File: config.mk
export PLATFORM = sky130hd
export DESIGN_NAME = alu
export DESIGN_NICKNAME = d
export VERILOG_FILES = /design/src/rtl/alu_pkg.sv /design/src/rtl/alu_core.sv /design/src/rtl/alu.sv
export SDC_FILE = /design/constraint.sdc
export NUM_CORES = 1
export LEC_CHECK = 0
export CAP_MARGIN = 20
export CORE_MARGIN = 8
export CORE_UTILIZATION = 54
export DETAILED_ROUTE_END_ITERATION = 8
export PLACE_DENSITY = 0.79
export SLEW_MARGIN = 20
export SYNTH_ARGS = -nofsm -noshare
export SYNTH_HDL_FRONTEND = slang
export SYNTH_SLANG_ARGS = --single-unit
File: constraint.sdc
create_clock -name clk -period 4.1 [get_ports clk]
set_clock_uncertainty 0.2 [all_clocks]
set_input_delay 1.025 -clock clk [delete_from_list [all_inputs] [get_ports clk]]
set_output_delay 1.025 -clock clk [all_outputs]
set_load 0.005 [all_outputs]
File: src/rtl/alu_pkg.sv
// alu_pkg: opcode map, default widths and opcode class helpers shared by the
// execution unit, reservation station and ROB.
package alu_pkg;

    localparam int ROB_W_DEF = 6;
    localparam int XLEN_DEF  = 32;

    localparam logic [5:0] OP_NOP   = 6'd0,  OP_LUI   = 6'd1,  OP_AUIPC = 6'd2,
                           OP_JAL   = 6'd3,  OP_JALR  = 6'd4,
                           OP_BEQ   = 6'd5,  OP_BNE   = 6'd6,  OP_BLT   = 6'd7,
                           OP_BGE   = 6'd8,  OP_BLTU  = 6'd9,  OP_BGEU  = 6'd10,
                           OP_LB    = 6'd11, OP_LH    = 6'd12, OP_LW    = 6'd13,
                           OP_LBU   = 6'd14, OP_LHU   = 6'd15, OP_SB    = 6'd16,
                           OP_SH    = 6'd17, OP_SW    = 6'd18,
                           OP_ADDI  = 6'd19, OP_SLTI  = 6'd20, OP_SLTIU = 6'd21,
                           OP_XORI  = 6'd22, OP_ORI   = 6'd23, OP_ANDI  = 6'd24,
                           OP_SLLI  = 6'd25, OP_SRLI  = 6'd26, OP_SRAI  = 6'd27,
                           OP_ADD   = 6'd28, OP_SUB   = 6'd29, OP_SLL   = 6'd30,
                           OP_SLT   = 6'd31, OP_SLTU  = 6'd32, OP_XOR   = 6'd33,
                           OP_SRL   = 6'd34, OP_SRA   = 6'd35, OP_OR    = 6'd36,
                           OP_AND   = 6'd37;

    function automatic logic is_branch(input logic [5:0] op);
        return op >= OP_BEQ && op <= OP_BGEU;
    endfunction

    function automatic logic is_imm_type(input logic [5:0] op);
        return op >= OP_ADDI && op <= OP_SRAI;
    endfunction

    function automatic logic is_lsb_op(input logic [5:0] op);
        return op >= OP_LB && op <= OP_SW;
    endfunction

    // Memory ops never reach this unit, so they are treated as bubbles too.
    function automatic logic is_alu_op(input logic [5:0] op);
        return op != OP_NOP && op <= OP_AND && !is_lsb_op(op);
    endfunction

endpackage

File: src/rtl/alu_core.sv
// alu_core: combinational RV32I result and branch/jump decision from the
// E1 operands.
module alu_core import alu_pkg::*; #(
    parameter int XLEN = XLEN_DEF
) (
    input  logic [5:0]      op_i,
    input  logic [XLEN-1:0] a_i,
    input  logic [XLEN-1:0] b_i,
    input  logic [XLEN-1:0] pc_i,
    output logic [XLEN-1:0] res_o,
    output logic            jump_o
);

    logic [4:0] sh;
    logic       eq, lt, ltu;

    assign sh  = b_i[4:0];
    assign eq  = a_i == b_i;
    assign lt  = $signed(a_i) < $signed(b_i);
    assign ltu = a_i < b_i;

    always_comb begin
        res_o  = '0;
        jump_o = 1'b0;
        case (op_i)
            OP_LUI:            res_o = b_i;
            OP_AUIPC:          res_o = a_i + b_i;
            OP_JAL, OP_JALR:   begin res_o = pc_i + XLEN'(4); jump_o = 1'b1; end
            OP_BEQ:            begin res_o = XLEN'(eq);   jump_o = eq;   end
            OP_BNE:            begin res_o = XLEN'(!eq);  jump_o = !eq;  end
            OP_BLT:            begin res_o = XLEN'(lt);   jump_o = lt;   end
            OP_BGE:            begin res_o = XLEN'(!lt);  jump_o = !lt;  end
            OP_BLTU:           begin res_o = XLEN'(ltu);  jump_o = ltu;  end
            OP_BGEU:           begin res_o = XLEN'(!ltu); jump_o = !ltu; end
            OP_ADDI, OP_ADD:   res_o = a_i + b_i;
            OP_SUB:            res_o = a_i - b_i;
            OP_SLTI, OP_SLT:   res_o = XLEN'(lt);
            OP_SLTIU, OP_SLTU: res_o = XLEN'(ltu);
            OP_XORI, OP_XOR:   res_o = a_i ^ b_i;
            OP_ORI, OP_OR:     res_o = a_i | b_i;
            OP_ANDI, OP_AND:   res_o = a_i & b_i;
            OP_SLLI, OP_SLL:   res_o = a_i << sh;
            OP_SRLI, OP_SRL:   res_o = a_i >> sh;
            OP_SRAI, OP_SRA:   res_o = $unsigned($signed(a_i) >>> sh);
            default:           ;
        endcase
    end

endmodule

File: src/rtl/alu.sv
// alu: two-stage pipelined integer execution unit; E1 selects operands and the
// control-transfer target, E2 computes and registers the broadcast result.
module alu import alu_pkg::*; #(
    parameter int ROB_W = ROB_W_DEF,
    parameter int XLEN  = XLEN_DEF
) (
    input  logic             clk,
    input  logic             rst_n,
    input  logic             rdy,
    input  logic             flush,
    input  logic [5:0]       alu_opcode,
    input  logic [XLEN-1:0]  alu_val1,
    input  logic [XLEN-1:0]  alu_val2,
    input  logic [XLEN-1:0]  alu_imm,
    input  logic [XLEN-1:0]  alu_pc,
    input  logic [ROB_W-1:0] alu_rob_index,
    output logic             alu_valid,
    output logic [XLEN-1:0]  alu_res,
    output logic [ROB_W-1:0] alu_rob_index_out,
    output logic             alu_jump,
    output logic [XLEN-1:0]  alu_target
);

    logic             in_ok, use_pc, use_imm;
    logic             v1_d, v1_q, valid_d, valid_q, jump_d, jump_q, core_jump;
    logic [5:0]       op_d, op_q;
    logic [ROB_W-1:0] rob1_d, rob1_q, rob_d, rob_q;
    logic [XLEN-1:0]  a_d, a_q, b_d, b_q, pc_d, pc_q, tgt1_d, tgt1_q;
    logic [XLEN-1:0]  res_d, res_q, tgt_d, tgt_q, core_res;

    // Bubbles enter E1 with a zeroed payload so nothing stale propagates.
    always_comb begin
        in_ok   = is_alu_op(alu_opcode);
        use_pc  = alu_opcode == OP_AUIPC || alu_opcode == OP_JAL;
        use_imm = is_imm_type(alu_opcode) || alu_opcode == OP_LUI || alu_opcode == OP_AUIPC || alu_opcode == OP_JALR;
        v1_d    = in_ok;
        op_d    = in_ok ? alu_opcode : OP_NOP;
        rob1_d  = in_ok ? alu_rob_index : '0;
        pc_d    = in_ok ? alu_pc : '0;
        a_d     = !in_ok ? '0 : use_pc ? alu_pc : alu_val1;
        b_d     = !in_ok ? '0 : use_imm ? alu_imm : alu_val2;
        tgt1_d  = !in_ok ? '0
                : alu_opcode == OP_JALR ? (alu_val1 + alu_imm) & ~XLEN'(1)
                : (alu_opcode == OP_JAL || is_branch(alu_opcode)) ? alu_pc + alu_imm : '0;
    end

    alu_core #(.XLEN(XLEN)) u_core (
        .op_i   (op_q),
        .a_i    (a_q),
        .b_i    (b_q),
        .pc_i   (pc_q),
        .res_o  (core_res),
        .jump_o (core_jump)
    );

    always_comb begin
        valid_d = v1_q;
        res_d   = v1_q ? core_res : '0;
        rob_d   = v1_q ? rob1_q : '0;
        jump_d  = v1_q && core_jump;
        tgt_d   = (v1_q && core_jump) ? tgt1_q : '0;
    end

    always_ff @(posedge clk or negedge rst_n) begin
        if (!rst_n) begin
            v1_q    <= 1'b0;
            op_q    <= OP_NOP;
            rob1_q  <= '0;
            a_q     <= '0;
            b_q     <= '0;
            pc_q    <= '0;
            tgt1_q  <= '0;
            valid_q <= 1'b0;
            res_q   <= '0;
            rob_q   <= '0;
            jump_q  <= 1'b0;
            tgt_q   <= '0;
        end else if (rdy) begin
            v1_q    <= flush ? 1'b0 : v1_d;
            op_q    <= flush ? OP_NOP : op_d;
            rob1_q  <= flush ? '0 : rob1_d;
            a_q     <= flush ? '0 : a_d;
            b_q     <= flush ? '0 : b_d;
            pc_q    <= flush ? '0 : pc_d;
            tgt1_q  <= flush ? '0 : tgt1_d;
            valid_q <= flush ? 1'b0 : valid_d;
            res_q   <= flush ? '0 : res_d;
            rob_q   <= flush ? '0 : rob_d;
            jump_q  <= flush ? 1'b0 : jump_d;
            tgt_q   <= flush ? '0 : tgt_d;
        end
    end

    assign alu_valid         = valid_q;
    assign alu_res           = res_q;
    assign alu_rob_index_out = rob_q;
    assign alu_jump          = jump_q;
    assign alu_target        = tgt_q;

endmodule

==> out/metrics.cfg, run 1 <==
[run_status]
run_status=finished clean

[global_route]
grt_pass1_vias=23800
grt_util_all_layers_pct=39.0
grt_start_max_net_pins=84
antenna_found_initial=3
grt_pass1_wl_um=144000
grt_remaining_overflow=0

[route]
post_drt_wl_per_cell_um=26.9
top_signal_layer_used=met5
wl_met1_um=37700
via_density_per_instance=6.86
detailedRoute.firstIterationViolations=3231
drt-total-wl_um=95000
drc=0
first_pass_iters=8
met2_wirelength_um=40300
met3_wirelength_um=11400
detail-route-antenna-nets=0
detailroute.via_count=24200

[worst_setup_path]
crit_path_max_fanout=6
reg2reg_from=b_q[0]
nature_of_the_critical_path_startpoint=flip-flop
critical_path.reg2reg.endpoint=alu_res[16]
rr_worst_depth=12
ff2ff_setup_slack_ns=0.05
data_arrival_time_of_the_worst_path_ns=4.31
required_ns=4.36
worst-setup-path-type=flip-flop to flip-flop
crit_path_end_kind=flip-flop

[power]
irDropWorstVdd_v=0.000383
finalPower_mw=7.84
p_leak_nw=11.8
power_per_cell_area_nw_per_um2=290

[sta]
final.min_clock_period_ns=4.05
hold_viol=0
fin_worst_hold_slack_ns=0.229
setup_viol_count_final=0
timing.slew.headroom_pct=31.6
report.final.slew_viol_count=0
max_freq_mhz=247
worst-slew-pin-transition_ns=1.03
final.period_utilization_pct=98.7

[layout]
design.final.nets=3294
post-route-cell-area_um2=27100
fin_util_pct=68.3
layout-drive-gt1-share_pct=14.2
n_fill_cell=3179
finish.cell_count_without_fillers=3530
syn2layout_area_growth_pct=24.9

[synth]
synth-edff-count=0
post_synthesis_async_set_or_reset_flop_share_pct=100
syn_inst=2647
yosysTopAreaCell=sky130_fd_sc_hd__dfrtp_1
post_synth.cell_area_avg_um2=8.19
yosys-top-cells-area=sky130_fd_sc_hd__dfrtp_1 25%, sky130_fd_sc_hd__ha_1 9.4%, sky130_fd_sc_hd__mux2i_1 6.5%
ys_warn_count=0
synth.top_cell.area_share_pct=24.6
synth_seq_area_share_pct=24.6
synthesized_net_count=2958
mappedNetlistArea_um2=21700
synth_flop_cell=sky130_fd_sc_hd__dfrtp_1
synth_cell_types=87
synth.ff_latch_count=213

[clocking]
clkLatencyLatePin_ns=0.58
clock_root_buffer=sky130_fd_sc_hd__clkbuf_16
cts_buffer_depth=3
cts.sinks=213
cts_hold_buffers=0
cts_max_level=1
cts_made_buffers=27
cts_tree=yes
cts.reportedPaths.clkPinSlew_ns=0.06

[placed_design]
routabilityCongestion=1.07
place.port_buffers=215
post-dp-hpwl_um=73100
cell_area_after_placement_um2=26100
dp_cells=3478

[min_path]
hold_path_class=primary input to asynchronous set/reset pin

[floorplanning]
die_height_um=216
die_area_um2=46800
coreArea_um2=39600
io-pin-count=216
placement_rows=73
start_util_pct=54.7
chipWidth_um=216

[flow_run]
max_cap_violations=0

==> logic make-up (layout without fill, tap and decap cells) <==
family / count (synthesis) / after routing / share of synthesized area, %
AND/OR/NAND/NOR: 677 / 677 / 14.7
XOR/XNOR: 97 / 97 / 3.92
AO/OA/AOI/OAI: 972 / 972 / 30.6
flip-flops: 213 / 213 / 24.6
buffers and inverters: 332 / 689 / 5.88
adder cells (fa/ha/maj): 167 / 167 / 9.78
multiplexers: 189 / 189 / 10.6
other: 0 / 1 / 0
==> how the worst max path moves through the flow <==
stage | from | to | slack, ns | depth (start not counted)
after floorplan | b_q[2] | alu_res[26] | 0.04 | 16
after global placement | alu_imm[1] | tgt1_q[31] | -0.29 | 12
after detailed placement | alu_imm[1] | tgt1_q[31] | -0.41 | 12
after CTS | b_q[0] | alu_res[0] | 0.15 | 12
after global routing | a_q[2] | alu_res[31] | -0.03 | 11
final | b_q[0] | alu_res[16] | 0.05 | 12
==> critical path: stages (launching register included) <==
cell	delay (ns)
sky130_fd_sc_hd__dfrtp_4	0.54
sky130_fd_sc_hd__ha_1	0.24
sky130_fd_sc_hd__fa_1	0.40
sky130_fd_sc_hd__a211oi_1	0.31
sky130_fd_sc_hd__o21ai_1	0.20
sky130_fd_sc_hd__o31a_1	0.35
sky130_fd_sc_hd__a221oi_2	0.36
sky130_fd_sc_hd__o21ai_1	0.21
sky130_fd_sc_hd__buf_4	0.19
sky130_fd_sc_hd__o2bb2ai_1	0.11
sky130_fd_sc_hd__o21ai_0	0.44
sky130_fd_sc_hd__o211ai_1	0.16
sky130_fd_sc_hd__a22o_1	0.23
==> cell usage in the layout, fill, tap and decap left out, types with 12 or more instances in the layout <==
master,instances
sky130_fd_sc_hd__a211oi_1,38
sky130_fd_sc_hd__a21o_1,53
sky130_fd_sc_hd__a21oi_1,191
sky130_fd_sc_hd__a221o_1,15
sky130_fd_sc_hd__a221oi_1,39
sky130_fd_sc_hd__a22o_1,71
sky130_fd_sc_hd__a22oi_1,28
sky130_fd_sc_hd__a31oi_1,29
sky130_fd_sc_hd__and2_1,13
sky130_fd_sc_hd__and3_1,15
sky130_fd_sc_hd__buf_4,279
sky130_fd_sc_hd__clkbuf_16,27
sky130_fd_sc_hd__clkdlybuf4s50_1,213
sky130_fd_sc_hd__dfrtp_1,209
sky130_fd_sc_hd__ha_1,163
sky130_fd_sc_hd__inv_1,131
sky130_fd_sc_hd__mux2_2,19
sky130_fd_sc_hd__mux2i_1,140
sky130_fd_sc_hd__mux4_2,30
sky130_fd_sc_hd__nand2_1,183
sky130_fd_sc_hd__nand2b_1,23
sky130_fd_sc_hd__nand3_1,49
sky130_fd_sc_hd__nand4_1,33
sky130_fd_sc_hd__nor2_1,218
sky130_fd_sc_hd__nor2b_1,29
sky130_fd_sc_hd__nor3_1,41
sky130_fd_sc_hd__nor4_1,20
sky130_fd_sc_hd__o2111ai_1,19
sky130_fd_sc_hd__o211ai_1,33
sky130_fd_sc_hd__o21a_1,15
sky130_fd_sc_hd__o21ai_0,174
sky130_fd_sc_hd__o21ai_1,17
sky130_fd_sc_hd__o21bai_1,19
sky130_fd_sc_hd__o221ai_1,20
sky130_fd_sc_hd__o22ai_1,79
sky130_fd_sc_hd__o2bb2ai_1,26
sky130_fd_sc_hd__o31ai_1,12
sky130_fd_sc_hd__xnor2_1,69
sky130_fd_sc_hd__xor2_1,28
==> routing by layer <==
| layer | vias up | global-route usage [%] |
|---|---|---|
| met5 | - | 0 |
| met4 | 2 | 19.9 |
| met3 | 299 | 8.16 |
| met2 | 1628 | 58.2 |
| met1 | 11600 | 52.7 |
| li1 | 10700 | - |
==> cell usage after synthesis, types with 33 or more instances <==
cell type,number
sky130_fd_sc_hd__a211oi_1,38
sky130_fd_sc_hd__a21o_1,53
sky130_fd_sc_hd__a21oi_1,194
sky130_fd_sc_hd__a221oi_1,40
sky130_fd_sc_hd__a22o_1,71
sky130_fd_sc_hd__clkbuf_1,153
sky130_fd_sc_hd__dfrtp_1,213
sky130_fd_sc_hd__ha_1,163
sky130_fd_sc_hd__inv_1,133
sky130_fd_sc_hd__mux2i_1,140
sky130_fd_sc_hd__nand2_1,183
sky130_fd_sc_hd__nand3_1,49
sky130_fd_sc_hd__nand4_1,33
sky130_fd_sc_hd__nor2_1,218
sky130_fd_sc_hd__nor3_1,43
sky130_fd_sc_hd__o211ai_1,33
sky130_fd_sc_hd__o21ai_0,175
sky130_fd_sc_hd__o22ai_1,79
sky130_fd_sc_hd__xnor2_1,69
==> layout make-up <==
class / count / area, um^2 / share of cell area (%)
antenna: 1 / 2.50 / 0.00924
tap: 525 / 657 / 2.43
timing repair buffer: 502 / 4420 / 16.3
multi-input combinational: 2102 / 15200 / 56.0
inverter: 137 / 517 / 1.91
clock inverter: 13 / 209 / 0.772
clock buffer: 37 / 783 / 2.89
sequential: 213 / 5340 / 19.7
==> timing repair <==
item / in CTS / in global routing
setup endpoints to repair: 0 / 2
setup buffers: 0 / 1
resized for setup: 0 / 2
==> sequential cells by signal, summed over array words and instances (netlist names) <==
name	flops
pc_q	32
alu_rob_index_out	6
alu_jump	1
a_q	32
alu_valid	1
rob1_q	6
alu_res	32
tgt1_q	32
b_q	32
v1_q	1
alu_target	32
op_q	6
==> power breakdown <==
group	switching [mW]	internal, mW	leakage, nW	total, mW
combinational	1.72	1.18	8.35	2.90
clock	1.02	1.65	0.484	2.68
sequential	0.0857	2.18	2.92	2.27
==> through the flow <==
step / setup slack (ns) / TNS, ns
2_1_floorplan: 0.0412 / 0
3_3_place_gp: -0.293 / -1.88
3_5_place_dp: -0.407 / -2.52
4_1_cts: 0.146 / 0
5_1_grt: -0.0273 / -0.0273
6_report: 0.0545 / 0
Power figures use the tool's default switching activity.
==> run 2, diff against run 1 <==
==> constraint.sdc (replaced) <==
create_clock -name clk -period 3.54 [get_ports clk]
set_clock_uncertainty 0.2 [all_clocks]
set_input_delay 0.885 -clock clk [delete_from_list [all_inputs] [get_ports clk]]
set_output_delay 0.885 -clock clk [all_outputs]
set_load 0.005 [all_outputs]
==> run 2 against run 1 <==
The run now ends with setup timing left. Register-to-register slack worse by 0.29 ns. Clock-buffer cell count down 4. Fmax up 7.2%. Die area unchanged. Combinational power up 34%. Routed wire length up 6.4%. Sequential power up 15%. Setup slack worse by 0.29 ns. Final area up 9.4%. Critical path type unchanged. Largest power group unchanged.
==> out/metrics.cfg, run 2 (synthesis results as in run 1) <==
[run_status]
run_status=complete, but fails checks
violations=setup timing

[global_route]
grt_start_max_net_pins=87
grt_pass1_wl_um=150000
antenna_found_initial=3
grt_util_all_layers_pct=40.9
grt_pass1_vias=25200
grt_remaining_overflow=0

[layout]
multi_input_area_um2=15700
design.final.nets=3534
antenna_cells_inserted=0
n_fill_cell=2863
layout-drive-gt1-share_pct=23.3
final-seq-area_um2=5340
final_common_cell=sky130_fd_sc_hd__buf_4
fin_util_pct=74.7
layout_common_cells=502 x sky130_fd_sc_hd__buf_4, 215 x sky130_fd_sc_hd__nor2_1, 209 x sky130_fd_sc_hd__dfrtp_1, 209 x sky130_fd_sc_hd__clkdlybuf4s50_1
syn2layout_area_growth_pct=36.7

[worst_setup_path]
nature_of_the_critical_path_startpoint=flip-flop
critPathSlowestCell=sky130_fd_sc_hd__dfrtp_4
ff2ff_setup_slack_ns=-0.23
slowest_delay_ns=0.49
crit_path_max_fanout=8
reg2reg_from=b_q[0]
critPathTopFamily=compound AO/OA/AOI/OAI gates
crit_path_end_kind=flip-flop
required_ns=3.78
timing.critical_path.cells=ha_1, fa_2, o21bai_1, a21oi_2, o211a_1, o211ai_1, nand2b_1, nand3_2, o211a_1, a21oi_4, buf_12, buf_12, buf_16, a22o_1
worst-setup-path-type=flip-flop to flip-flop
data_arrival_time_of_the_worst_path_ns=4.01
crit_buf_inv=3
cp-startpoint=b_q[0]

[floorplanning]
io-pin-count=216
die_area_um2=46800
die_height_um=216
coreArea_um2=39600
placement_rows=73
chipWidth_um=216
start_util_pct=54.7

[sta]
max_freq_mhz=265
timing.slew.headroom_pct=22.2
final_worst_slack_ns=-0.233
report.final.slew_viol_count=0
final.period_utilization_pct=107
fin_tns_setup_ns=-4.77
rsz0062_at_grt=yes
fin_worst_hold_slack_ns=0.0359
hold_viol=0
setup_viol_count_final=34
final.min_clock_period_ns=3.77
worst-slew-pin-transition_ns=1.16

[placed_design]
place.port_buffers=215
post-dp-hpwl_um=75600
routabilityCongestion=1.08

[route]
drc=0
via_density_per_instance=6.83
post_drt_wl_per_cell_um=26.8
detailroute.via_count=25700
detailedRoute.firstIterationViolations=3438
detail-route-antenna-nets=0
first_pass_iters=8
drt-total-wl_um=101000

[clocking]
cts_max_level=1
cts_made_buffers=26
cts_tree=yes
clock_root_buffer=sky130_fd_sc_hd__clkbuf_16
cts_hold_buffers=0
clkLatencyLatePin_ns=0.58
cts_buffer_depth=3
cts.sinks=213
cts.reportedPaths.clkPinSlew_ns=0.06

[power]
p_leak_nw=13.1
power_per_cell_area_nw_per_um2=321
irDropWorstVdd_v=0.000408
finalPower_mw=9.50

[flow_run]
max_cap_violations=0

[min_path]
hold_path_class=primary input to asynchronous set/reset pin

## run 2: cell types whose count changed in the layout (fill, tap and decap cells not counted), sizes merged
cell           before  now
buf               289  528
clkinv              4    6
clkinvlp            2    3
bufinv              5    4
clkbuf             37   34
clkdlybuf4s50     213  209
dlymetal6s2s        0    4
bufbuf              0    1
diode               1    0
## run 2: worst paths after layout
check	depth (start not counted)	to
min in group clk	1	alu_res[3]
max in group asynchronous	2	b_q[0]
worst min register to register	1	alu_res[3]
worst min-delay path	1	tgt1_q[9]
worst max register to register	14	alu_target[18]
worst max-delay path	14	alu_target[18]
## run 2: area by class of cell
cell class	count	area share, %
Multi-Input combinational cell	2102	53.0
Timing Repair Buffer	743	21.9
Clock inverter	15	0.693
Tap cell	525	2.22
Inverter	137	1.76
Clock buffer	33	2.46
Sequential cell	213	18.0
## run 2: power breakdown
part	internal (mW)	switching [mW]
registers	2.53	0.0849
logic	1.71	2.19
clock network	1.76	1.23
## run 2: what timing repair did
item / in CTS / in global routing
setup buffers: 8 / 12
setup endpoints to repair: 50 / 68
gates cloned: 3 / 1
gates resized for setup: 35 / 81
pin swaps: 11 / 35
## run 2: per-layer routing
layer  vias to the layer above  GRT usage (%)  routed length (um)
met4                         6           22.0                6130
met3                       405           9.93               13000
met1                     12300           52.6               37600
met2                      1891           62.7               44200
met5                         -              0                  41
li1                      11100              -                   -
## run 2: metrics by stage
stage                     instances  area (um^2)  setup slack, ns
after floorplan                2647        21800         0.000361
after global placement         3697        27900           -0.675
after detailed placement       3697        27900           -0.693
after CTS                      3756        29200           -0.207
after global routing           3768        29600           -0.219
final                          3768        29600           -0.233
